File: src/rtl/flappy_game_ctrl.sv
// Frame-rate game sequencer: one PHYS/PIPE/COLL/PUBLISH pass per VS falling edge,
// publishing frame-stable bird/pipe coordinates, score and game state.
module flappy_game_ctrl #(
  parameter int          SCREEN_W = 640,
  parameter int          SCREEN_H = 480,
  parameter int          BIRD_X   = 100,
  parameter int          BIRD_W   = 45,
  parameter int          BIRD_H   = 35,
  parameter int          PIPE_W   = 54,
  parameter int          GAP      = 120,
  parameter int          GAP_MIN  = 100,
  parameter int          SCROLL   = 2,
  parameter int          GRAVITY  = 1,
  parameter int          FLAP_V   = 8,
  parameter int          VMAX     = 10,
  parameter logic [15:0] SEED     = 16'hACE1
) (
  input  logic        vga_clk,
  input  logic        reset,
  input  logic        vs,
  input  logic        flap,
  output logic [18:0] bird_y,
  output logic [18:0] pipe_x,
  output logic [18:0] pipe_y,
  output logic [9:0]  score,
  output logic [1:0]  state,
  output logic        frame_upd
);
  localparam logic [18:0] FLOOR  = 19'(SCREEN_H - BIRD_H);
  localparam logic [18:0] HALF_W = 19'(PIPE_W / 2);
  localparam logic [18:0] HALF_G = 19'(GAP / 2);
  localparam logic [18:0] X_HOME = 19'(SCREEN_W + PIPE_W / 2);
  localparam logic [18:0] Y_HOME = 19'(SCREEN_H / 2);
  localparam logic signed [10:0] FLAP_S = 11'(-FLAP_V);
  localparam logic signed [10:0] GRAV_S = 11'(GRAVITY);
  localparam logic signed [10:0] VMAX_S = 11'(VMAX);

  typedef enum logic [1:0] {IDLE, PLAY, DYING, OVER} game_t;
  typedef enum logic [2:0] {SEQ_IDLE, PHYS, PIPE, COLL, PUBLISH} seq_t;

  game_t gst, gst_nxt;
  seq_t  seq, seq_nxt;

  logic vs_d1, vs_d2, tick;
  logic flap_s1, flap_s2, flap_s3, flap_rise, flap_pend;

  logic [18:0] wy, wpx, wpy;
  logic signed [10:0] vel;
  logic [9:0]  wscore;
  logic [15:0] lfsr;
  logic        hit, go;

  assign tick      = vs_d2 & ~vs_d1;
  assign flap_rise = flap_s2 & ~flap_s3;
  assign state     = gst;

  // PHYS datapath
  logic use_flap, moving;
  logic signed [10:0] vel_g, v_new;
  logic [19:0] ny;
  // PIPE / COLL datapath
  logic [18:0] nx, px_new;
  logic        wrap, pass, overlap_x, out_gap;
  logic [15:0] lfsr_nx;

  always_comb begin
    use_flap  = flap_pend && (gst == PLAY || gst == IDLE);
    moving    = use_flap || gst == PLAY || gst == DYING;
    vel_g     = vel + GRAV_S;
    v_new     = use_flap ? FLAP_S : ((vel_g > VMAX_S) ? VMAX_S : vel_g);
    ny        = {1'b0, wy} + {{9{v_new[10]}}, v_new};
    nx        = wpx - 19'(SCROLL);
    wrap      = nx <= HALF_W;
    px_new    = wrap ? X_HOME : nx;
    pass      = (wpx > 19'(BIRD_X)) && (px_new <= 19'(BIRD_X));
    lfsr_nx   = {lfsr[14:0], lfsr[15] ^ lfsr[13] ^ lfsr[12] ^ lfsr[10]};
    overlap_x = (19'(BIRD_X + BIRD_W) > wpx - HALF_W) && (19'(BIRD_X) < wpx + HALF_W);
    out_gap   = (wy < wpy - HALF_G) || (wy + 19'(BIRD_H) > wpy + HALF_G);
  end

  always_comb begin
    seq_nxt = seq;
    gst_nxt = gst;
    case (seq)
      SEQ_IDLE: if (tick) seq_nxt = PHYS;
      PHYS:     seq_nxt = PIPE;
      PIPE:     seq_nxt = COLL;
      COLL:     seq_nxt = PUBLISH;
      PUBLISH: begin
        seq_nxt = SEQ_IDLE;
        case (gst)
          IDLE:  if (go) gst_nxt = PLAY;
          PLAY:  if (hit) gst_nxt = DYING;
          DYING: if (wy == FLOOR) gst_nxt = OVER;
          OVER:  if (go) gst_nxt = IDLE;
          default: gst_nxt = IDLE;
        endcase
      end
      default: seq_nxt = SEQ_IDLE;
    endcase
  end

  always_ff @(posedge vga_clk or posedge reset) begin
    if (reset) begin
      vs_d1     <= 1'b1;
      vs_d2     <= 1'b1;
      flap_s1   <= 1'b0;
      flap_s2   <= 1'b0;
      flap_s3   <= 1'b0;
      flap_pend <= 1'b0;
      seq       <= SEQ_IDLE;
      gst       <= IDLE;
    end else begin
      vs_d1     <= vs;
      vs_d2     <= vs_d1;
      flap_s1   <= flap;
      flap_s2   <= flap_s1;
      flap_s3   <= flap_s2;
      // An edge landing in the PHYS cycle itself carries over to the next frame
      flap_pend <= (seq == PHYS) ? flap_rise : (flap_pend | flap_rise);
      seq       <= seq_nxt;
      gst       <= gst_nxt;
    end
  end

  always_ff @(posedge vga_clk or posedge reset) begin
    if (reset) begin
      wy        <= Y_HOME;
      vel       <= '0;
      wpx       <= X_HOME;
      wpy       <= Y_HOME;
      wscore    <= '0;
      lfsr      <= SEED;
      hit       <= 1'b0;
      go        <= 1'b0;
      bird_y    <= Y_HOME;
      pipe_x    <= X_HOME;
      pipe_y    <= Y_HOME;
      score     <= '0;
      frame_upd <= 1'b0;
    end else begin
      frame_upd <= 1'b0;
      case (seq)
        SEQ_IDLE: begin
          hit <= 1'b0;
          go  <= 1'b0;
        end
        PHYS: begin
          go <= flap_pend && (gst == IDLE || gst == OVER);
          if (moving) begin
            if (ny[19]) begin
              wy  <= '0;
              vel <= '0;
            end else if (ny[18:0] >= FLOOR) begin
              wy  <= FLOOR;
              vel <= '0;
              hit <= 1'b1;
            end else begin
              wy  <= ny[18:0];
              vel <= v_new;
            end
          end
        end
        PIPE: if (gst == PLAY) begin
          wpx <= px_new;
          if (wrap) begin
            lfsr <= lfsr_nx;
            wpy  <= 19'(GAP_MIN) + {11'd0, lfsr_nx[7:0]};
          end
          if (pass && wscore != 10'd999) wscore <= wscore + 10'd1;
        end
        COLL: if (gst == PLAY && overlap_x && out_gap) hit <= 1'b1;
        PUBLISH: begin
          frame_upd <= 1'b1;
          if (gst == OVER && go) begin
            // Restart keeps the LFSR so successive games see new gaps
            wy     <= Y_HOME;
            vel    <= '0;
            wpx    <= X_HOME;
            wpy    <= Y_HOME;
            wscore <= '0;
            bird_y <= Y_HOME;
            pipe_x <= X_HOME;
            pipe_y <= Y_HOME;
            score  <= '0;
          end else begin
            bird_y <= wy;
            pipe_x <= wpx;
            pipe_y <= wpy;
            score  <= wscore;
          end
        end
        default: ;
      endcase
    end
  end
endmodule

File: config.mk
export PLATFORM = sky130hd
export DESIGN_NAME = flappy_game_ctrl
export DESIGN_NICKNAME = d
export VERILOG_FILES = /design/src/rtl/flappy_game_ctrl.sv
export SDC_FILE = /design/constraint.sdc
export NUM_CORES = 1
export LEC_CHECK = 0
export BUFFER_PORTS_ARGS = -buffer_cell sky130_fd_sc_hd__buf_2
export CORE_ASPECT_RATIO = 1.2
export CORE_MARGIN = 1.5
export CORE_UTILIZATION = 39
export DETAILED_ROUTE_END_ITERATION = 12
export GPL_TIMING_DRIVEN = 0
export MAX_ROUTING_LAYER = met4
export PLACE_DENSITY = 0.59
export SETUP_SLACK_MARGIN = 0.3
export SYNTH_ARGS = -nofsm -noshare
export SYNTH_HDL_FRONTEND = slang
export SYNTH_SLANG_ARGS = --single-unit
File: constraint.sdc
create_clock -name vga_clk -period 12.85 [get_ports vga_clk]
set_input_delay 0.6425 -clock vga_clk [delete_from_list [all_inputs] [get_ports vga_clk]]
set_output_delay 0.6425 -clock vga_clk [all_outputs]
set_load 0.02 [all_outputs]
# ---- Word level (Yosys, flattened, before mapping)
# Cells that the tools add are included.
dict set report word_totals {
  register_bits 175
  latch_bits 0
  ram_bits 0
  romBits 0
  inputBits 4
  out_inout_bits 70
  word_cells 136
  mem_count 0
}
dict set report classes {
  add_sub_neg 10
  multipliers 0
  n_div 0
  order_cmp 9
  n_eq_ne 22
  n_shift 0
  n_mux 39
  n_bitwise 8
  reduce_logical 27
}
# op count
set ops {}
lappend ops {{$mux 19} 10}
lappend ops {{$pmux 19 s2} 3}
lappend ops {{$mux 11} 6}
lappend ops {{$add 19x6->19 const B} 2}
lappend ops {{$mux 10} 3}
lappend ops {{$ne 2x2->1 const B} 11}
lappend ops {{$pmux 11 s2} 1}
lappend ops {{$add 19x20->20} 1}
lappend ops {{$pmux 10 s2} 1}
lappend ops {{$add 19x5->19 const B} 1}
lappend ops {{$eq 19x9->1 const B} 1}
lappend ops {{$ge 19x9->1 const B} 1}
lappend ops {{$gt 19x19->1} 1}
lappend ops {{$gt 19x7->1 const B} 1}
lappend ops {{$gt 8x19->1 const A} 1}
lappend ops {{$le 19x5->1 const B} 1}
lappend ops {{$le 19x7->1 const B} 1}
lappend ops {{$lt 19x19->1} 1}
lappend ops {{$lt 7x19->1 const A} 1}
lappend ops {{$sub 19x2->19 const B} 1}
lappend ops {{$sub 19x5->19 const B} 1}
lappend ops {{$sub 19x6->19 const B} 1}
lappend ops {{$pmux 3 s4} 1}
lappend ops {{$reduce_and 3->1} 4}
lappend ops {{other kinds (29)} 59}

# ---- Depth between registers and ports, before layout
dict set report depth {
  depth_word 10
  mapped_depth 23
  ltp_nobuf 22
}

# ---- Least setup slack after synthesis
# Ideal clock, no wire load.
dict set report synth_path {
  path_type {reg2reg}
  start {reg vel[0]}
  end {reg wy[8]}
  setup_time_ps 121
  arrival_ps 4391
  t_required_ps 12729
  slack_ps 8338
  stages_incl_launch_ff 19
  synth_period_minus_slack_ps 4512
  path_cell_list {dfrtp_1 -> and2_0 -> or3_1 -> a21oi_1 -> o22ai_1 -> o21a_1 -> or2_2 -> nor2_1 -> ha_1 -> nor2b_1 -> o21a_1 -> o21a_1 -> o21a_1 -> a311o_1 -> a2111o_1 -> a2111oi_4 -> buf_4 -> nand2_1 -> a22o_1}
}
dict set report synth_between {
  elab_chain_cells 10
}
# element line
set synth_lines {}
lappend synth_lines {{from (decl)} 48} ;# logic signed [10:0] vel;
lappend synth_lines {{from (signal assigned)} 160} ;# vel <= v_new;
lappend synth_lines {{$add 11x2->11 (*)} 69} ;# vel_g = vel + GRAV_S;
lappend synth_lines {{$gt 11x5->1} 70} ;# v_new = use_flap ? FLAP_S : ((vel_g > VMAX_S) ? VMAX_S : vel_g);
lappend synth_lines {{$mux 11 (*) (2 in a row)} 70}
lappend synth_lines {{$add 19x20->20 (*)} 71} ;# ny = {1'b0, wy} + {{9{v_new[10]}}, v_new};
lappend synth_lines {{$ge 19x9->1} 154} ;# end else if (ny[18:0] >= FLOOR) begin
lappend synth_lines {{$mux 19} 154}
lappend synth_lines {{$mux 19 (*)} 151} ;# if (ny[19]) begin
lappend synth_lines {{$mux 19 (*)} 150} ;# if (moving) begin
lappend synth_lines {{$pmux 19 s2 (*)} 143} ;# case (seq)
lappend synth_lines {{to (signal assigned)} 159} ;# wy <= ny[18:0];
lappend synth_lines {{to (decl)} 47} ;# logic [18:0] wy, wpx, wpy;
# Mark *: on every way between the ends. The rest lies on a longest branch, timed or not. The select of a mux whose other input is x is not followed.
# A chain may end at the register's enable or synchronous reset.

# ---- Worst setup path in the final report
dict set report layout_path {
  start {reg vel[0]}
  end {reg vel[6]}
}
dict set report layout_between {
  elab_chain_cells 10
}
# element line
set layout_lines {}
lappend layout_lines {{$add 11x2->11 (*)} 69}
lappend layout_lines {{$gt 11x5->1} 70}
lappend layout_lines {{$mux 11 (*) (2 in a row)} 70}
lappend layout_lines {{$add 19x20->20} 71}
lappend layout_lines {{$ge 19x9->1} 154}
lappend layout_lines {{$mux 11} 154}
lappend layout_lines {{$mux 11 (*)} 151}
lappend layout_lines {{$mux 11 (*)} 150}
lappend layout_lines {{$pmux 11 s2 (*)} 143}
# Marks and branches as above.

==> results.py <==
metrics = {
    "run_status": {
        "status": "completed",
    },
    "detailed_routing": {
        "wl_per_cell_um": 17.9,
        "final_antenna_net_count": 0,
        "via_per_inst": 5.50,
        "firstDrtPassIters": 5,
        "wl_um": 32900,
        "drtIter0Drc": 797,
        "vias": 10100,
        "drc": 0,
    },
    "place": {
        "dpl_worst_slack_ns": 7.41,
        "place.gp.congestion": 0.892,
        "io_buffers": 73,
        "hpwl_um": 24800,
        "placed_area_um2": 12500,
    },
    "critical_path": {
        "required_ns": 13.22,
        "cp_slowest_cell": "a2111oi_0",
        "r2r_start": "vel[0]",
        "cp.arrival_ns": 5.92,
        "r2r_end": "vel[6]",
        "crit_family": "compound AO/OA/AOI/OAI gates",
        "cp-start-kind": "register",
        "endpoint_kind": "register",
        "rr_worst_depth": 20,
        "crit_fanout": 10,
        "path_class": "reg -> reg",
        "crit_buf_inv": 2,
        "crit_path_max_incr_delay_ns": 0.61,
        "crit_chain": "and2_0, nand2_1, nor2_1, a31oi_1, o21a_1, or2_2, nor2_1, ha_1, inv_1, fa_1, nor2b_1, o21a_1, o21ai_1, a2111oi_0, a2111oi_0, xnor2_1, a2111oi_4, buf_4, a41oi_1, o22ai_1",
        "reg2reg_slack_ns": 7.30,
    },
    "global_routing": {
        "overflow": 0,
        "gr-usage-met3": 0.0358,
        "grt_pass1_wl_um": 53300,
        "track_usage": 0.227,
        "grt_max_degree": 121,
        "antenna_found_initial": 0,
        "grtUsageMet2": 0.383,
        "grt_pass1_vias": 9850,
        "grtUsageMet1": 0.273,
        "grt.busiest_layer": "met2",
    },
    "sta": {
        "period_minus_slack_ns": 5.55,
        "fmax_ghz": 0.180,
        "finalSetupViolCount": 0,
        "tns_ns": 0,
        "tightest_slew_ns": 0.762,
        "finClkSkew_ns": 0.0114,
        "hold_violations": 0,
        "slew_viol_final": 0,
        "holdWs_ns": 0.194,
        "final.period_utilization": 0.432,
        "fin_ws_ns": 7.30,
        "slew_headroom": 0.492,
        "rsz0062_at_grt": "false",
    },
    "synth": {
        "synth_area_um2": 11600,
        "ys_seq_area_frac": 0.382,
        "synthCells": 1346,
        "synth_top_area_share": 0.296,
        "synth_seq_cells": 175,
        "yosys.area.top_type": "dfrtp_1",
        "syn_area_per_cell_um2": 8.61,
        "syn_nets": 1429,
        "async_flop_share": 1.00,
        "synthDistinctLibCells": 80,
        "synth_flop_cell": "dfrtp_1",
        "synthTopCellsByArea": "dfrtp_1 (30%), dfstp_2 (8.6%), ha_1 (8.4%), nand2_1 (6.0%), xnor2_1 (4.5%)",
        "synth_edf_count": 0,
        "synth_warnings": 0,
    },
    "floorplanning": {
        "die-area_um2": 30800,
        "start_util": 0.400,
        "fp-row-count": 68,
        "io_pins": 74,
        "core_area_um2": 29000,
        "die_w_um": 160,
        "die_h_um": 192,
    },
    "flow_run": {
        "cap_viol_max_count": 0,
    },
    "clock_network": {
        "clock_tree.buffer_depth": 2,
        "cts_resized": 0,
        "post_cts_buffers": 0,
        "htree_levels": 4,
        "root_buffer": "clkbuf_16",
        "cts_tree": "built",
        "insertion_delay_ns": 0.45,
        "path_clk_slew_ns": 0.08,
        "cts_inserted_buffers": 17,
        "cts.sinks": 175,
        "cts_hold_buf": 0,
    },
    "pwr": {
        "fin_total_pwr_uw": 2460,
        "powerDensity_nw_per_um2": 188,
        "vdd_drop_max_v": 0.000111,
        "p_leak_uw": 0.00606,
    },
    "cells_and_area": {
        "final_common_cell": "nand2_1",
        "final_cell_mix": "nand2_1 (186), dfrtp_1 (137), nor2_1 (115)",
        "area_delta_synth_final_pct": 12.7,
        "antenna-diode-count": 0,
        "nets": 1522,
        "design_area_um2": 13100,
        "drive_above_1_share": 0.121,
    },
    "worst_hold_path": {
        "hp-class": "in -> async",
    },
}
## Yosys cell counts (5+ instances only)
| cell type | n |
|---|---|
| nor4_1 | 12 |
| mux2_1 | 15 |
| a221o_1 | 5 |
| or3_1 | 18 |
| o211ai_1 | 9 |
| dfrtp_1 | 137 |
| a31oi_1 | 16 |
| and2_1 | 16 |
| nor2_1 | 115 |
| o21ai_0 | 58 |
| a211oi_1 | 8 |
| a21o_1 | 20 |
| nand2_1 | 186 |
| ha_1 | 78 |
| inv_1 | 38 |
| o22ai_1 | 10 |
| xor2_1 | 27 |
| nor3b_1 | 7 |
| a2111oi_0 | 5 |
| nand4_1 | 15 |
| a22o_1 | 9 |
| or2_2 | 7 |
| o31ai_1 | 24 |
| o31a_1 | 5 |
| nor2b_1 | 8 |
| xnor2_1 | 59 |
| o21ai_1 | 10 |
| nand3_1 | 84 |
| a21oi_1 | 59 |
| buf_2 | 7 |
| o21a_1 | 11 |
| dfstp_2 | 38 |
| nor3_1 | 43 |
| and4_1 | 5 |
| nand2b_1 | 9 |
| and3_1 | 21 |
| clkbuf_1 | 72 |
| buf_1 | 7 |
## area by class of cell
type | count | area (µm²)
buffer | 90 | 365
clock buffer | 17 | 425
clock inverter | 15 | 166
fill | 2842 | 15900
inverter | 38 | 150
multi-input combinational | 1043 | 6660
sequential | 175 | 4430
tap | 385 | 482
timing repair buffer | 74 | 393
## report_power, final
group | total [µW] | switching [µW] | leakage [µW] | internal [µW]
Combinational | 1190 | 772 | 0.00351 | 423
Clock | 528 | 266 | 0.000291 | 262
Sequential | 740 | 77.3 | 0.00226 | 662
Total | 2460 | 1120 | 0.00606 | 1350
## cells by family (layout without fill, tap and decap cells)
kind of cell / after synthesis / in the layout / synth area share
and+or+nand+nor: 569 / 569 / 0.238
AOI/OAI and AO/OA: 290 / 290 / 0.167
DFF: 175 / 175 / 0.382
buffers and inverters: 128 / 234 / 0.0438
xor gates and xnor gates: 86 / 86 / 0.0650
adders and majority gates: 79 / 79 / 0.0859
muxes: 19 / 19 / 0.0180
## state kept, by name, indices dropped and copies added, names as in the netlist, 10 cells and up
register  cells
wy           19
score        10
wscore       10
vel          11
wpy          19
lfsr         16
pipe_y       19
wpx          19
pipe_x       19
bird_y       19
## worst max-delay path by stage
stage,from,endpoint,slack (ns),cells past startpoint
finish,vel[0],vel[6],7.30,20
detailed placement,vel[0],vel[6],7.41,20
global placement,reset,flap_s1,5.29,2
global route,vel[0],vel[6],6.91,20
floorplan,reset,bird_y[0],7.53,1
CTS,vel[0],vel[6],7.37,20
## through the flow
stage / utilization / cells
floorplan: - / 1346
global placement: 0.429 / 1804
detailed placement: 0.430 / 1805
CTS: 0.450 / 1837
global route: 0.450 / 1837
finish: 0.450 / 1837
## layer usage
layer / vias up / part of all wire
met3: 58 / 0.037
met4: 0 / 0.030
met2: 220 / 0.49
met1: 4838 / 0.44
li1: 4987 / -
met5: - / 0
No activity file was read; power rests on OpenSTA's default activity.
